==> config.mk <==
export PLATFORM = sky130hd
export DESIGN_NAME = wb_uart_master
export DESIGN_NICKNAME = d
export VERILOG_FILES = /design/src/rtl/wb_uart_master_pkg.sv /design/src/rtl/wb_uart_master_txseq.sv /design/src/rtl/wb_uart_master.sv
export SDC_FILE = /design/constraint.sdc
export NUM_CORES = 1
export LEC_CHECK = 0
export ABC_AREA = 0
export CAP_MARGIN = 20
export CORE_UTILIZATION = 49
export DETAILED_ROUTE_END_ITERATION = 7
export MAX_ROUTING_LAYER = met4
export PLACE_DENSITY = 0.73
export SLEW_MARGIN = 20
export SYNTH_ARGS = -nofsm -noshare
export SYNTH_HDL_FRONTEND = slang
export SYNTH_SLANG_ARGS = --single-unit
==> constraint.sdc <==
create_clock -name clk -period 2.19 [get_ports clk]
set_input_delay 0.3285 -clock clk [delete_from_list [all_inputs] [get_ports clk]]
set_output_delay 0.3285 -clock clk [all_outputs]
set_load 0.02 [all_outputs]
==> src/rtl/wb_uart_master_pkg.sv <==
// Shared definitions for the serial-link Wishbone debug master: command codes,
// status codes and FSM state encodings.
package wb_uart_master_pkg;

    localparam logic [7:0] CMD_WR  = 8'h01;
    localparam logic [7:0] CMD_RD  = 8'h02;
    localparam logic [7:0] CMD_WRN = 8'h11;
    localparam logic [7:0] CMD_RDN = 8'h12;

    localparam logic [7:0] ST_OK     = 8'h00;
    localparam logic [7:0] ST_ERR    = 8'h01;
    localparam logic [7:0] ST_TMO    = 8'h02;
    localparam logic [7:0] ST_BADCMD = 8'hFF;

    typedef enum logic [2:0] {
        S_IDLE = 3'd0,
        S_ADDR = 3'd1,
        S_DATA = 3'd2,
        S_BUS  = 3'd3,
        S_RESP = 3'd4
    } state_t;

endpackage

==> src/rtl/wb_uart_master_txseq.sv <==
// Response byte sequencer: emits a status byte, optionally followed by four
// read-data bytes MSB first, honouring the transmitter busy handshake.
module wb_uart_master_txseq (
    input  logic        clk,
    input  logic        rst_n,
    input  logic        start,
    input  logic [7:0]  status,
    input  logic [31:0] rdata,
    input  logic        with_data,
    input  logic        tx_busy,
    output logic [7:0]  tx_data,
    output logic        tx_wr,
    output logic        busy
);

    logic [39:0] shift_r;
    logic [2:0]  left_r;
    logic [7:0]  tx_data_r;
    logic        tx_wr_r;
    logic        send_s;

    // tx_busy is not yet valid in the cycle right after a pulse, so hold off then
    assign send_s = (left_r != 3'd0) && !tx_busy && !tx_wr_r;

    // byte queue, transmit strobe and held transmit data
    always_ff @(posedge clk or negedge rst_n) begin
        if (!rst_n) begin
            shift_r   <= 40'h00_0000_0000;
            left_r    <= 3'd0;
            tx_data_r <= 8'h00;
            tx_wr_r   <= 1'b0;
        end else if (start) begin
            shift_r   <= {status, rdata};
            left_r    <= with_data ? 3'd5 : 3'd1;
            tx_wr_r   <= 1'b0;
        end else if (send_s) begin
            tx_data_r <= shift_r[39:32];
            shift_r   <= {shift_r[31:0], 8'h00};
            left_r    <= left_r - 3'd1;
            tx_wr_r   <= 1'b1;
        end else begin
            tx_wr_r   <= 1'b0;
        end
    end

    assign tx_data = tx_data_r;
    assign tx_wr   = tx_wr_r;
    assign busy    = (left_r != 3'd0);

endmodule

==> src/rtl/wb_uart_master.sv <==
// Wishbone initiator controlled by host command bytes (parser, bus cycle engine,
// response sequencer). Optional address auto-increment: WB_UART_MASTER_AUTOINC_EN.
module wb_uart_master
    import wb_uart_master_pkg::*;
#(
    parameter int clk_freq    = 100000000,
    parameter int bus_timeout = 1024,
    parameter int byte_gap    = clk_freq / 100
) (
    input  logic        clk,
    input  logic        reset_n,
    input  logic [7:0]  rx_data,
    input  logic        rx_avail,
    output logic [7:0]  tx_data,
    output logic        tx_wr,
    input  logic        tx_busy,
    output logic [31:0] wb_adr_o,
    output logic [31:0] wb_dat_o,
    input  logic [31:0] wb_dat_i,
    output logic [3:0]  wb_sel_o,
    output logic        wb_we_o,
    output logic        wb_cyc_o,
    output logic        wb_stb_o,
    input  logic        wb_ack_i,
    input  logic        wb_err_i,
    output logic        busy
);

    localparam int GAP_W = $clog2(byte_gap + 1);
    localparam int TMO_W = $clog2(bus_timeout + 1);

    state_t            state_r, state_next_s;
    logic              cmd_we_r, cmd_we_next_s;
    logic [7:0]        status_r, status_next_s;
    logic [1:0]        byte_cnt_r;
    logic [GAP_W-1:0]  gap_cnt_r;
    logic [TMO_W-1:0]  tmo_cnt_r;
    logic [31:0]       addr_r;
    logic [31:0]       data_r;
    logic [31:0]       rdata_r;
    logic              cyc_r;
    logic              we_o_r;
    logic              busy_r;
    logic              tx_start_r;
    logic              seq_busy_s;
    logic              gap_hit_s;
    logic              tmo_hit_s;
    logic              shifting_s;
    logic              ack_ok_s;

    assign shifting_s = (state_r == S_ADDR) || (state_r == S_DATA);
    assign gap_hit_s  = (gap_cnt_r == GAP_W'(byte_gap));
    assign tmo_hit_s  = (tmo_cnt_r == TMO_W'(bus_timeout - 1));
    // err wins over a simultaneous ack
    assign ack_ok_s   = (state_r == S_BUS) && wb_ack_i && !wb_err_i;

    // next-state and command/status decode
    always_comb begin
        state_next_s  = state_r;
        cmd_we_next_s = cmd_we_r;
        status_next_s = status_r;
        case (state_r)
            S_IDLE: begin
                if (rx_avail) begin
                    case (rx_data)
                        CMD_WR: begin
                            state_next_s  = S_ADDR;
                            cmd_we_next_s = 1'b1;
                        end
                        CMD_RD: begin
                            state_next_s  = S_ADDR;
                            cmd_we_next_s = 1'b0;
                        end
`ifdef WB_UART_MASTER_AUTOINC_EN
                        CMD_WRN: begin
                            state_next_s  = S_DATA;
                            cmd_we_next_s = 1'b1;
                        end
                        CMD_RDN: begin
                            state_next_s  = S_BUS;
                            cmd_we_next_s = 1'b0;
                        end
`endif
                        default: begin
                            state_next_s  = S_RESP;
                            cmd_we_next_s = 1'b0;
                            status_next_s = ST_BADCMD;
                        end
                    endcase
                end else begin
                    state_next_s = S_IDLE;
                end
            end
            S_ADDR: begin
                if (rx_avail) begin
                    if (byte_cnt_r == 2'd3) begin
                        state_next_s = cmd_we_r ? S_DATA : S_BUS;
                    end else begin
                        state_next_s = S_ADDR;
                    end
                end else if (gap_hit_s) begin
                    state_next_s = S_IDLE;
                end else begin
                    state_next_s = S_ADDR;
                end
            end
            S_DATA: begin
                if (rx_avail) begin
                    if (byte_cnt_r == 2'd3) begin
                        state_next_s = S_BUS;
                    end else begin
                        state_next_s = S_DATA;
                    end
                end else if (gap_hit_s) begin
                    state_next_s = S_IDLE;
                end else begin
                    state_next_s = S_DATA;
                end
            end
            S_BUS: begin
                if (wb_err_i) begin
                    state_next_s  = S_RESP;
                    status_next_s = ST_ERR;
                end else if (wb_ack_i) begin
                    state_next_s  = S_RESP;
                    status_next_s = ST_OK;
                end else if (tmo_hit_s) begin
                    state_next_s  = S_RESP;
                    status_next_s = ST_TMO;
                end else begin
                    state_next_s  = S_BUS;
                end
            end
            S_RESP: begin
                if (!tx_start_r && !seq_busy_s) begin
                    state_next_s = S_IDLE;
                end else begin
                    state_next_s = S_RESP;
                end
            end
            default: begin
                state_next_s = S_IDLE;
            end
        endcase
    end

    // state, latched command and bus/handshake outputs
    always_ff @(posedge clk or negedge reset_n) begin
        if (!reset_n) begin
            state_r    <= S_IDLE;
            cmd_we_r   <= 1'b0;
            status_r   <= 8'h00;
            cyc_r      <= 1'b0;
            we_o_r     <= 1'b0;
            busy_r     <= 1'b0;
            tx_start_r <= 1'b0;
        end else begin
            state_r    <= state_next_s;
            cmd_we_r   <= cmd_we_next_s;
            status_r   <= status_next_s;
            cyc_r      <= (state_next_s == S_BUS);
            we_o_r     <= (state_next_s == S_BUS) && cmd_we_next_s;
            busy_r     <= (state_next_s != S_IDLE);
            tx_start_r <= (state_next_s == S_RESP) && (state_r != S_RESP);
        end
    end

    // byte counter for the 4-byte address/data fields and inter-byte gap timer
    always_ff @(posedge clk or negedge reset_n) begin
        if (!reset_n) begin
            byte_cnt_r <= 2'd0;
            gap_cnt_r  <= '0;
        end else begin
            if (state_next_s != state_r) begin
                byte_cnt_r <= 2'd0;
            end else if (rx_avail && shifting_s) begin
                byte_cnt_r <= byte_cnt_r + 2'd1;
            end
            if (rx_avail || !shifting_s) begin
                gap_cnt_r <= '0;
            end else begin
                gap_cnt_r <= gap_cnt_r + GAP_W'(1);
            end
        end
    end

    // bus cycle timeout counter
    always_ff @(posedge clk or negedge reset_n) begin
        if (!reset_n) begin
            tmo_cnt_r <= '0;
        end else if (state_r == S_BUS) begin
            tmo_cnt_r <= tmo_cnt_r + TMO_W'(1);
        end else begin
            tmo_cnt_r <= '0;
        end
    end

    // address/data shift-in (MSB first) and read data capture
    always_ff @(posedge clk or negedge reset_n) begin
        if (!reset_n) begin
            addr_r  <= 32'h0000_0000;
            data_r  <= 32'h0000_0000;
            rdata_r <= 32'h0000_0000;
        end else begin
            if ((state_r == S_ADDR) && rx_avail) begin
                addr_r <= {addr_r[23:0], rx_data};
`ifdef WB_UART_MASTER_AUTOINC_EN
            end else if (ack_ok_s) begin
                // persistent pointer; 32-bit add wraps FFFFFFFC -> 0
                addr_r <= addr_r + 32'd4;
`endif
            end
            if ((state_r == S_DATA) && rx_avail) begin
                data_r <= {data_r[23:0], rx_data};
            end
            if (ack_ok_s && !cmd_we_r) begin
                rdata_r <= wb_dat_i;
            end
        end
    end

    wb_uart_master_txseq u_txseq (
        .clk       (clk),
        .rst_n     (reset_n),
        .start     (tx_start_r),
        .status    (status_r),
        .rdata     (rdata_r),
        .with_data (!cmd_we_r && (status_r == ST_OK)),
        .tx_busy   (tx_busy),
        .tx_data   (tx_data),
        .tx_wr     (tx_wr),
        .busy      (seq_busy_s)
    );

    assign wb_adr_o = {addr_r[31:2], 2'b00};
    assign wb_dat_o = data_r;
    assign wb_sel_o = 4'hF;
    assign wb_we_o  = we_o_r;
    assign wb_cyc_o = cyc_r;
    assign wb_stb_o = cyc_r;
    assign busy     = busy_r;

endmodule

==> metrics.yaml <==
run:
  timing.max_cap.violations: 0
finish:
  net_count_reported_at_finish: 831
  flow.area_growth_from_synthesis_pct: 22.6
  ratio_of_cells_with_drive_above_1_in_the_final_layout_pct: 21.1
  postLayoutCellArea_um2: 10300
  n_fill_cell: 1291
  diodes: 0
critical_path:
  max_stage_delay_ns: 0.52
  worst-path-buf-inv: 1
  timing.critical_path.cells: "inv_1 -> ha_1 -> or4b_1 -> nor2_2 -> a21oi_2 -> a2111oi_4 -> nand3b_1"
  worst_setup_path_type: "reg -> reg"
  cp.required_ns: 2.49
  reg2reg_depth: 7
  setup.worst_path.end: "busy"
  critical_path.slowest_cell: "or4b_1"
  timing.critical_path.to_type: "flop"
  regToRegStartpoint: "gap_cnt_r[0]"
  path_max_fanout: 4
  reg2reg_slack_ns: 0.17
  worst_ep_arrival_time_ns: 2.32
  critical_path_depth: 7
  startpoint: "gap_cnt_r[0]"
  crit_path_start_kind: "flop"
  r2r-end: "busy"
  cp_top_family: "simple AND/OR/NAND/NOR gates"
detailed_routing:
  dr_total_vias: 5337
  drt_wl_total_mm: 16.3
  top_layer_used: "met4"
  firstDrtPassIters: 4
  sum_of_met2_wire_segment_lengths_after_detailed_routing_mm: 8.54
  dr.first_iter.drc_count: 230
  mean_routed_wirelength_per_cell_um: 16.1
  m1WireLength_mm: 7.12
  wl_met3_um: 386
  drc: 0
  detail-route-antenna-nets: 0
  routed_via_density: 5.27
sta:
  final_cycle_share_pct: 92.0
  worst_margin_slew_ns: 0.673
  final-max-slew-violation-count: 0
  setup-violations-final: 0
  holdWs_ns: 0.390
  worst_rel_slew_slack_pct: 55.2
  timing_hold_violations_final: 0
  achievable_freq_ghz: 0.496
  timing.clock.skew_ns: 0.00835
  period_minus_slack_ns: 2.02
synth:
  avg_cell_area_syn_um2: 12.2
  netlist_instances: 687
  fraction_of_registers_with_async_set_or_reset_after_synthesis_pct: 100
  synth-warning-count: 0
  synth_edf_count: 0
  ys_seq_area_share_pct: 57.4
  synth.largest_area_cell: "dfrtp_1"
  yosysUniqueCellTypes: 57
  post_synth_main_area_contributors: "dfrtp_1, mux2_2, buf_4"
  netlist_area_um2: 8360
  synth_top_flop_cell: "dfrtp_1"
  synth-seq-cells: 192
  synthDominantCellAreaShare_pct: 57.4
cts:
  tritoncts_clock_tree: "built"
  clock_path_buffers: 2
  path_clk_slew_ns: 0.07
  cts_root_buf: "clkbuf_16"
  cts_made_buffers: 17
  cts.sink_count: 192
  clkLatencyLatePin_ns: 0.43
  cts.htree.levels: 4
die:
  initial_utilization_pct: 50.3
  die-area_um2: 17600
  area_of_the_core_um2: 16600
  boundaryPins: 127
  die_h_um: 133
  row_count: 47
  chipWidth_um: 133
grt:
  grt_usage_pct: 20.6
  global_route_total_overflow: 0
  grt_pass1_wl_mm: 27.9
  grt_max_degree: 71
  number_of_global_route_vias_before_repair: 5526
  grt_antenna_before_repair: 0
placement:
  place_hpwl_mm: 11.5
  gp_routability_congestion: 0.816
  placed_area_um2: 9640
  io_buffer_count: 120
outcome:
  outcome: "completed"
hold_path:
  hold_class: "in -> async"
pwr:
  total_power_divided_by_cell_area_nw_per_um2: 1150
  p_leak_nw: 4.52
  vdd.ir_drop.worst_v: 0.000629
[cells by family (layout without fill, tap and decap cells)]
kind of cell    after synthesis  count (layout)  synth area share (%)
flops                       192             192                  57.4
simple gates                174             174                  10.3
mux                         131             131                  17.2
buf+inv                      81             182                  5.56
compound gates               75              75                  5.77
xor+xnor                     26              26                  2.72
fa+ha+maj                     6               6                 0.898
other cells                   2               6                0.0898
[synth_stat cells (2+ instances only)]
library cell	count
a21oi_1	9
xor2_1	10
and3_1	5
ha_1	6
nor2_1	38
nand4_1	4
nand4b_1	2
nor2b_1	3
mux2i_1	26
nand2b_1	3
conb_1	2
a31oi_1	7
mux2_2	105
xnor2_1	16
nor4_1	2
buf_4	38
clkbuf_1	14
o21a_1	2
nand2_1	70
or3_1	7
inv_1	13
o22ai_1	3
buf_2	15
nand3_1	14
o22a_1	2
nor3b_1	2
and2_1	3
dfrtp_1	192
nor3_1	7
o21ai_0	40
[worst min path at each step]
stage	slack [ns]	end	from
4_1_cts	0.39	rdata_r[11]	reset_n
5_1_grt	0.43	rdata_r[11]	reset_n
3_3_place_gp	0.28	rdata_r[11]	reset_n
6_report	0.39	rdata_r[11]	reset_n
2_1_floorplan	0.03	addr_r[0]	reset_n
3_5_place_dp	0.29	rdata_r[11]	reset_n
[per-stage QoR]
stage               utilization [%]  setup WS [ns]  setup TNS, ns  instances  power [W]
global route                   61.6        -0.0128        -0.0177       1012     0.0125
CTS                            61.5          0.147              0       1010     0.0120
floorplan                         -          0.340              0        691    0.00727
finish                         61.6          0.174              0       1012     0.0118
detailed placement             57.9        -0.0336        -0.0808        977    0.00885
global placement               57.9        0.00496              0        977    0.00866
[cell usage in the layout (no fill, tap or decap), drive strengths merged, types with 4 or more instances in the layout]
| master | n |
|---|---|
| clkdlybuf4s50 | 119 |
| a31oi | 7 |
| mux2 | 105 |
| clkinvlp | 4 |
| clkinv | 4 |
| dfrtp | 192 |
| nor3 | 8 |
| or3 | 7 |
| nand3 | 14 |
| inv | 18 |
| clkbuf | 18 |
| ha | 6 |
| o21ai | 40 |
| and3 | 5 |
| conb | 6 |
| a21oi | 10 |
| xnor2 | 16 |
| nor2 | 39 |
| nand4 | 5 |
| mux2i | 26 |
| buf | 16 |
| xor2 | 10 |
| nand2 | 70 |
[power breakdown]
group | switching (W) | total, W | leakage (nW) | internal [W]
Sequential | 0.000680 | 0.00518 | 2.54 | 0.00450
Combinational | 0.00175 | 0.00359 | 1.70 | 0.00184
Clock | 0.00136 | 0.00306 | 0.277 | 0.00170
Total | 0.00379 | 0.0118 | 4.52 | 0.00805
[layer usage]
metal	up-vias	global-route usage (%)
met5	-	-
met4	0	6.90
met3	18	3.68
met2	98	34.0
met1	2702	25.6
li1	2519	-
[sequential cells by signal, summed over array words and instances, names as in the netlist, 2 cells and up]
register,cells
tmo_cnt_r,11
u_txseq.shift_r,40
byte_cnt_r,2
u_txseq.tx_data,8
state_r,3
gap_cnt_r,20
addr_r,32
status_r,3
rdata_r,32
u_txseq.left_r,3
wb_dat_o,32
[timing repair]
| item | 4_1_cts | 5_1_grt |
|---|---|---|
| hold buffers | 1 | 0 |
| resized for setup | 0 | 2 |
| endpoints found under the hold margin | 42 | 0 |
| buffers inserted | 0 | 2 |
| endpoints found under the setup margin | 0 | 4 |
[layout make-up]
class	instances	area [µm²]	share of cell area [%]
Clock buffer	18	429	4.18
Clock inverter	14	158	1.54
Inverter	14	52.6	0.512
Timing Repair Buffer	136	1400	13.7
Sequential cell	192	4810	46.9
Multi-Input combinational cell	418	3130	30.6
Tap cell	220	275	2.68
Power figures use the tool's default switching activity.
